--- src/rtl/instr_imm_packer.sv ---
// rtl/instr_imm_packer.sv - range-checks an immediate against its opcode class and packs fields into an instruction word
module instr_imm_packer #(
    parameter logic [15:0] BASE_ADDR = 16'h0000,
    parameter logic [15:0] ADDR_STEP = 16'd2
) (
    input  logic        clk,
    input  logic        rst,
    input  logic        in_valid,
    output logic        in_ready,
    input  logic [4:0]  in_op,
    input  logic [2:0]  in_rs,
    input  logic [2:0]  in_rt,
    input  logic [2:0]  in_rd,
    input  logic [1:0]  in_funct,
    input  logic [15:0] in_imm,
    input  logic        addr_load,
    input  logic [15:0] addr_val,
    output logic        mem_wr,
    output logic [15:0] mem_addr,
    output logic [15:0] mem_data,
    input  logic        mem_ready,
    output logic        range_err,
    output logic [7:0]  err_count,
    output logic [15:0] wr_count
);

    localparam logic [2:0] C_R   = 3'd0;
    localparam logic [2:0] C_S5  = 3'd1;
    localparam logic [2:0] C_Z5  = 3'd2;
    localparam logic [2:0] C_S8  = 3'd3;
    localparam logic [2:0] C_Z8  = 3'd4;
    localparam logic [2:0] C_S11 = 3'd5;

    logic [2:0]  cls;
    logic        legal;
    logic [15:0] packed_word;
    logic        accept;
    logic        complete;

    always_comb begin
        cls = C_R;
        case (in_op)
            5'b01000, 5'b01001, 5'b10000,
            5'b10001, 5'b10011, 5'b10100: cls = C_S5;
            5'b01010, 5'b01011:           cls = C_Z5;
            5'b01100, 5'b01101, 5'b01110,
            5'b01111, 5'b00101, 5'b00111: cls = C_S8;
            5'b10010:                     cls = C_Z8;
            5'b00100, 5'b00110:           cls = C_S11;
            default:                      cls = C_R;
        endcase
    end

    // Signed classes are legal when every bit above the field is a copy of the field's sign bit.
    always_comb begin
        legal       = 1'b1;
        packed_word = {in_op, in_rs, in_rt, in_rd, in_funct};
        case (cls)
            C_S5: begin
                legal       = (in_imm[15:4] == {12{in_imm[15]}});
                packed_word = {in_op, in_rs, in_rd, in_imm[4:0]};
            end
            C_Z5: begin
                legal       = (in_imm[15:5] == 11'd0);
                packed_word = {in_op, in_rs, in_rd, in_imm[4:0]};
            end
            C_S8: begin
                legal       = (in_imm[15:7] == {9{in_imm[15]}});
                packed_word = {in_op, in_rs, in_imm[7:0]};
            end
            C_Z8: begin
                legal       = (in_imm[15:8] == 8'd0);
                packed_word = {in_op, in_rs, in_imm[7:0]};
            end
            C_S11: begin
                legal       = (in_imm[15:10] == {6{in_imm[15]}});
                packed_word = {in_op, in_imm[10:0]};
            end
            default: begin
                legal       = 1'b1;
                packed_word = {in_op, in_rs, in_rt, in_rd, in_funct};
            end
        endcase
    end

    assign in_ready = !addr_load && (!mem_wr || mem_ready);
    assign accept   = in_valid && in_ready;
    assign complete = mem_wr && mem_ready;

    always_ff @(posedge clk) begin
        if (rst) begin
            mem_wr    <= 1'b0;
            mem_addr  <= BASE_ADDR;
            mem_data  <= 16'h0000;
            range_err <= 1'b0;
            err_count <= 8'd0;
            wr_count  <= 16'd0;
        end else begin
            range_err <= accept && !legal;
            if (accept && !legal && (err_count != 8'hFF))
                err_count <= err_count + 8'd1;
            if (complete)
                wr_count <= wr_count + 16'd1;

            // A load held off by a pending write lands once mem_wr has dropped.
            if (addr_load && !mem_wr)
                mem_addr <= addr_val;
            else if (complete)
                mem_addr <= mem_addr + ADDR_STEP;

            if (accept && legal) begin
                mem_wr   <= 1'b1;
                mem_data <= packed_word;
            end else if (complete) begin
                mem_wr   <= 1'b0;
            end
        end
    end

endmodule

--- config.mk ---
export PLATFORM = sky130hd
export DESIGN_NAME = instr_imm_packer
export DESIGN_NICKNAME = d
export VERILOG_FILES = /design/src/rtl/instr_imm_packer.sv
export SDC_FILE = /design/constraint.sdc
export NUM_CORES = 1
export LEC_CHECK = 0
export CAP_MARGIN = 5
export CORE_ASPECT_RATIO = 1.75
export CORE_UTILIZATION = 47
export DETAILED_ROUTE_END_ITERATION = 12
export PLACE_DENSITY = 0.88
export SLEW_MARGIN = 20
export SYNTH_ARGS = -nofsm -noshare
export SYNTH_HDL_FRONTEND = slang
export SYNTH_SLANG_ARGS = --single-unit
--- constraint.sdc ---
create_clock -name clk -period 6 [get_ports clk]
set_clock_uncertainty 0.1 [all_clocks]
set_input_delay 1.8 -clock clk [delete_from_list [all_inputs] [get_ports clk]]
set_output_delay 1.8 -clock clk [all_outputs]
set_load 0.005 [all_outputs]
==> results.py, run 1 <==
metrics = {
    "floorplan": {
        "fp-row-count": 37,
        "dieHeight_um": 106,
        "die_area_um2": 6470,
        "die_width_um": 61.2,
        "pin_count": 112,
        "fp.coreArea_um2": 5880,
        "initial_utilization": 0.491,
    },
    "detailed_routing": {
        "drc": 0,
        "detail_route.vias_per_cell": 5.51,
        "first_iter_violations": 198,
        "wl_per_cell_um": 14.9,
        "ant_nets": 0,
        "dr.pass1.iters": 4,
        "drt_wl_total_mm": 7.81,
        "dr_total_vias": 2882,
    },
    "synth": {
        "avgSynthCellArea_um2": 8.64,
        "synthTopCellsByArea": "dfxtp_1 40%, nor2_1 7.5%, xor2_1 5.8%, mux2i_1 5.2%, a211oi_1 3.6%",
        "synth_area_um2": 2890,
        "yosys-top-cells-count": "58 x dfxtp_1, 58 x nor2_1, 24 x nand2_1",
        "ys_ff_latch": 58,
        "ys_seq_area_frac": 0.402,
        "synth_edf_count": 0,
        "async_reset_ff_frac": 0,
        "synth_top_area_cell": "dfxtp_1",
        "synth_fp_nets": 391,
        "ys_types": 49,
        "yosysTopAreaCellShare": 0.402,
        "synthCells": 334,
        "ys_warn_count": 0,
        "synth_ff_type": "dfxtp_1",
    },
    "timing": {
        "timing.final.crit_share": 0.835,
        "rsz0062_at_grt": "no",
        "relSlewSlack": 0.367,
        "finalCriticalPeriod_ps": 5010,
        "whs_ps": 354,
        "setup_viol": 0,
        "fin_ws_ps": 990,
        "setup_tns_ps": 0,
        "drv_slew": 0,
        "fmax_ghz": 0.200,
        "hold_viol": 0,
        "max_slew.worst_pin.slew_ps": 944,
    },
    "power_and_ir_drop": {
        "irDropWorstVdd_mv": 0.138,
        "p_per_area_nw_per_um2": 207,
        "leakagePower_nw": 1.48,
        "p_clk_frac": 0.362,
        "power_uw": 866,
        "p_seq_frac": 0.478,
        "p_switching_uw": 218,
        "intPower_uw": 647,
        "swShare": 0.252,
        "power_frac_comb": 0.160,
    },
    "global_route": {
        "met3_usage": 0.0773,
        "grt_pass1_wl_mm": 12.2,
        "track_usage": 0.248,
        "first_global_vias": 2822,
        "use_met1": 0.262,
        "grt_max_degree": 59,
        "met2_usage": 0.429,
        "top_usage_layer": "met2",
        "grt_remaining_overflow": 0,
        "antenna_found_initial": 0,
    },
    "clocking": {
        "cts_buffer_depth": 2,
        "clkSinkCount": 58,
        "cts_tree": "yes",
        "hold_buffers": 0,
        "htreeDepth": 3,
        "clkTransAtPathRegs_ps": 70,
        "cts_setup_buffers": 0,
        "cts_resized": 0,
        "cts_buffers": 9,
        "root_buffer": "clkbuf_8",
        "clk-insertion-delay-late_ps": 330,
    },
    "final_layout": {
        "final_cell_area_um2": 4190,
        "layout.nets": 498,
        "drive_gt1_frac": 0.0719,
        "fin_util": 0.713,
        "n_antenna_cell": 0,
        "area_growth_pct": 45.2,
        "final_cells": 523,
    },
    "setup_path": {
        "cp_max_fo": 3,
        "crit_required_ps": 4100,
        "worstSetupStartpointType": "input port",
        "worstPathArrival_ps": 3110,
        "end_kind": "primary output",
        "crit_path_cell_trace": "clkdlybuf4s50_1 > inv_1 > a21oi_1 > clkdlybuf4s50_1",
        "cp_slowest_cell": "clkdlybuf4s50_1",
        "cpPeakStageDelay_ps": 560,
        "worstSetupPathType": "in -> out",
        "cpMostUsedCell": "clkdlybuf4s50_1",
        "reg2reg_depth": 7,
    },
    "place": {
        "pre_cts_ws_ps": 973,
        "placed_area_um2": 4020,
        "io_buffers": 111,
        "dp.cells": 508,
        "hpwl_mm": 5.75,
        "place.gp.congestion": 0.863,
    },
    "run_status": {
        "status": "finished clean",
    },
    "worst_hold_path": {
        "min_path_type": "reg -> reg",
        "whs_path_depth": 2,
    },
    "job": {
        "cap_violations": 0,
    },
}
critical path: cells and delay by family:
| family | cells | cell delay (ps) |
|---|---|---|
| AOI/OAI and AO/OA | 1 | 190 |
| buffers and inverters | 3 | 1110 |
cell usage in the layout (no fill, tap or decap), types with 2 or more instances in the layout:
cell type and instances:
clkinv_2 3, a211oi_1 14, and3_1 6, ha_1 4, clkbuf_8 11, and4_1 2, nor2b_1 2, o21ai_0 11
nand2_1 24, nand4_1 13, mux2i_1 15, or4_1 3, nand3_1 12, a211oi_2 8, nor3_1 4, a222oi_1 3
nand2b_1 3, or3_1 8, inv_1 5, nor2_1 58, xor2_1 19, a21o_1 2, dfxtp_1 58, clkdlybuf4s50_1 110
xnor2_1 2, a21oi_1 19, nor4_1 3
cell type report:
class                   count  area, um2
clock buffers              12        155
clock inverters             3       15.0
fillers                   468       1690
inverters                   5       18.8
multi-input cells         256       1630
flip-flops and latches     58       1160
well taps                  78       97.6
repair buffers            111       1110
sequential cells by signal, summed over array words and instances, names as in the netlist:
| signal | cells |
|---|---|
| mem_wr | 1 |
| range_err | 1 |
| err_count | 8 |
| mem_data | 16 |
| wr_count | 16 |
| mem_addr | 16 |
logic make-up (layout without fill, tap and decap cells):
logic type               count (synthesis)  count (layout)  synth area share
multiplexers                            16              16            0.0559
AND/OR/NAND/NOR                        147             147             0.251
adder cells (fa/ha/maj)                  4               4            0.0173
flip-flops                              58              58             0.402
XOR/XNOR                                21              21            0.0637
buffers and inverters                   20             131            0.0312
AO/OA/AOI/OAI                           68              68             0.178
metal layers:
| metal | up-vias | share of wire |
|---|---|---|
| met5 | - | 0 |
| met4 | 0 | 0.024 |
| met3 | 21 | 0.073 |
| met2 | 105 | 0.51 |
| met1 | 1329 | 0.39 |
| li1 | 1427 | - |
path summary, 6_finish.rpt:
kind	start	endpoint	slack [ps]
hold reg to reg	mem_addr[0]	mem_addr[0]	350
hold / removal	mem_addr[0]	mem_addr[0]	350
setup reg to reg	err_count[0]	err_count[5]	3850
setup / recovery	mem_ready	in_ready	990
power by group through the flow:
stage	sequential, mW	clock (mW)	combinational [mW]
global route	0.416	0.340	0.151
finish	0.414	0.314	0.138
floorplan	0.421	0	0.0596
CTS	0.414	0.323	0.139
detailed placement	0.422	0	0.138
global placement	0.421	0	0.136
Note: power is estimated with default switching activity, not from simulation.
==> run 2, diff against run 1 <==
Settings changed: CORE_UTILIZATION 47 to 44, PLACE_DENSITY 0.88 to 0.84.
Clock period 6 ns to 5.1 ns, I/O delays scaled along.
==> results.py, run 2 (synthesis results as in run 1) <==
metrics = {
    "run_status": {
        "status": "finished clean",
    },
    "setup_path": {
        "worstPathArrival_ps": 2800,
        "cpMostUsedCell": "clkdlybuf4s50_1",
        "timing.rr.end": "err_count[5]",
        "regToRegSetupSlack_ps": 2950,
        "cp_slowest_cell": "clkdlybuf4s50_1",
        "crit_path_cell_trace": "clkdlybuf4s50_1 > inv_1 > a21oi_1 > clkdlybuf4s50_1",
        "cpPeakStageDelay_ps": 530,
        "end_kind": "primary output",
        "worstSetupPathType": "in -> out",
        "cp_max_fo": 3,
        "reg2reg_depth": 7,
        "endpoint": "in_ready",
        "crit_path_start": "mem_ready",
        "crit_required_ps": 3470,
        "reg2reg_from": "err_count[0]",
        "worstSetupStartpointType": "input port",
    },
    "global_route": {
        "grt_max_degree": 59,
        "antenna_found_initial": 0,
        "first_global_vias": 2770,
        "track_usage": 0.223,
        "grt_remaining_overflow": 0,
        "grt_pass1_wl_mm": 12.2,
    },
    "clocking": {
        "cts_tree": "yes",
        "clkSinkCount": 58,
        "root_buffer": "clkbuf_8",
        "hold_buffers": 0,
        "cts_buffers": 9,
        "cts_setup_buffers": 0,
        "cts_buffer_depth": 2,
        "clk-insertion-delay-late_ps": 330,
        "cts_resized": 0,
        "htreeDepth": 3,
        "clkTransAtPathRegs_ps": 60,
    },
    "floorplan": {
        "fp-row-count": 38,
        "die_area_um2": 6900,
        "initial_utilization": 0.460,
        "pin_count": 112,
        "dieHeight_um": 109,
        "die_width_um": 63.2,
        "fp.coreArea_um2": 6280,
    },
    "place": {
        "hpwl_mm": 5.48,
        "io_buffers": 111,
        "placed_area_um2": 4030,
        "place.gp.congestion": 0.876,
    },
    "detailed_routing": {
        "dr.pass1.iters": 6,
        "drt_wl_total_mm": 7.58,
        "first_iter_violations": 203,
        "met2_length_mm": 4.02,
        "dr_total_vias": 2885,
        "top_layer_used": "met4",
        "wl_met3_um": 403,
        "wl_met1_mm": 3.06,
        "detail_route.vias_per_cell": 5.48,
        "ant_nets": 0,
        "wl_per_cell_um": 14.4,
        "drc": 0,
    },
    "final_layout": {
        "layout_commonest_cell": "clkdlybuf4s50_1",
        "layout.nets": 499,
        "final_cell_mix": "110 x clkdlybuf4s50_1, 58 x nor2_1, 58 x dfxtp_1",
        "area_growth_pct": 45.6,
        "reg.largest.list": "mem_addr (16), mem_data (16), wr_count (16)",
        "drive_gt1_frac": 0.0740,
        "n_antenna_cell": 0,
        "final_cell_area_um2": 4200,
    },
    "power_and_ir_drop": {
        "power_mw": 1.02,
        "p_per_area_nw_per_um2": 242,
        "irDropWorstVdd_mv": 0.207,
        "leakagePower_nw": 1.48,
    },
    "worst_hold_path": {
        "whs_path_depth": 2,
        "min_path_type": "reg -> reg",
    },
    "timing": {
        "finalCriticalPeriod_ps": 4430,
        "fmax_ghz": 0.226,
        "hold_viol": 0,
        "setup_tns_ps": 0,
        "timing.final.crit_share": 0.869,
        "drv_slew": 0,
        "relSlewSlack": 0.310,
        "max_slew.worst_pin.slew_ps": 1030,
        "rsz0062_at_grt": "no",
        "setup_viol": 0,
    },
    "job": {
        "cap_violations": 0,
    },
}
-- run 2: cell types whose count changed in the layout (fill, tap and decap cells not counted), sizes merged --
cell and delta:
buf +1
-- run 2: where the power goes --
part	switching (mW)	leakage (nW)	internal (mW)
clock	0.171	0.0920	0.198
combinational	0.0683	0.919	0.0936
sequential	0.0161	0.473	0.471
-- run 2: worst max-delay path, delay by kind of cell --
| kind | cells | cell delay (ps) |
|---|---|---|
| buffers and inverters | 3 | 1080 |
| AO/OA/AOI/OAI | 1 | 200 |
-- run 2: stage by stage --
step | util | hold slack, ps | cells | worst slack (ps)
after floorplan | - | 353 | 334 | 1490
after detailed placement | 0.642 | 353 | 511 | 638
after CTS | 0.669 | 366 | 526 | 650
final | 0.669 | 360 | 526 | 666
after global routing | 0.669 | 384 | 526 | 603
after global placement | 0.642 | 346 | 511 | 707
-- run 2: area by class of cell --
cell class / instances / area (um2)
clock buffer: 12 / 155
clock inverter: 3 / 15.0
multi-input combinational: 256 / 1630
timing repair buffer: 112 / 1120
tap: 80 / 100
inverter: 5 / 18.8
sequential: 58 / 1160
fill: 538 / 2080
-- run 2: routing by layer --
layer | global-route usage | up-vias
li1 | - | 1419
met1 | 0.232 | 1358
met2 | 0.423 | 98
met3 | 0.0575 | 10
met4 | 0.0812 | 0
met5 | 0 | -
-- run 2: worst min path at each step --
stage                            from           to  slack [ps]
after floorplan           mem_addr[0]  mem_addr[0]         350
after global placement    mem_addr[0]  mem_addr[0]         350
after detailed placement  mem_addr[0]  mem_addr[0]         350
after CTS                 mem_addr[0]  mem_addr[0]         370
after global routing      mem_addr[0]  mem_addr[0]         380
final                     mem_addr[0]  mem_addr[0]         360
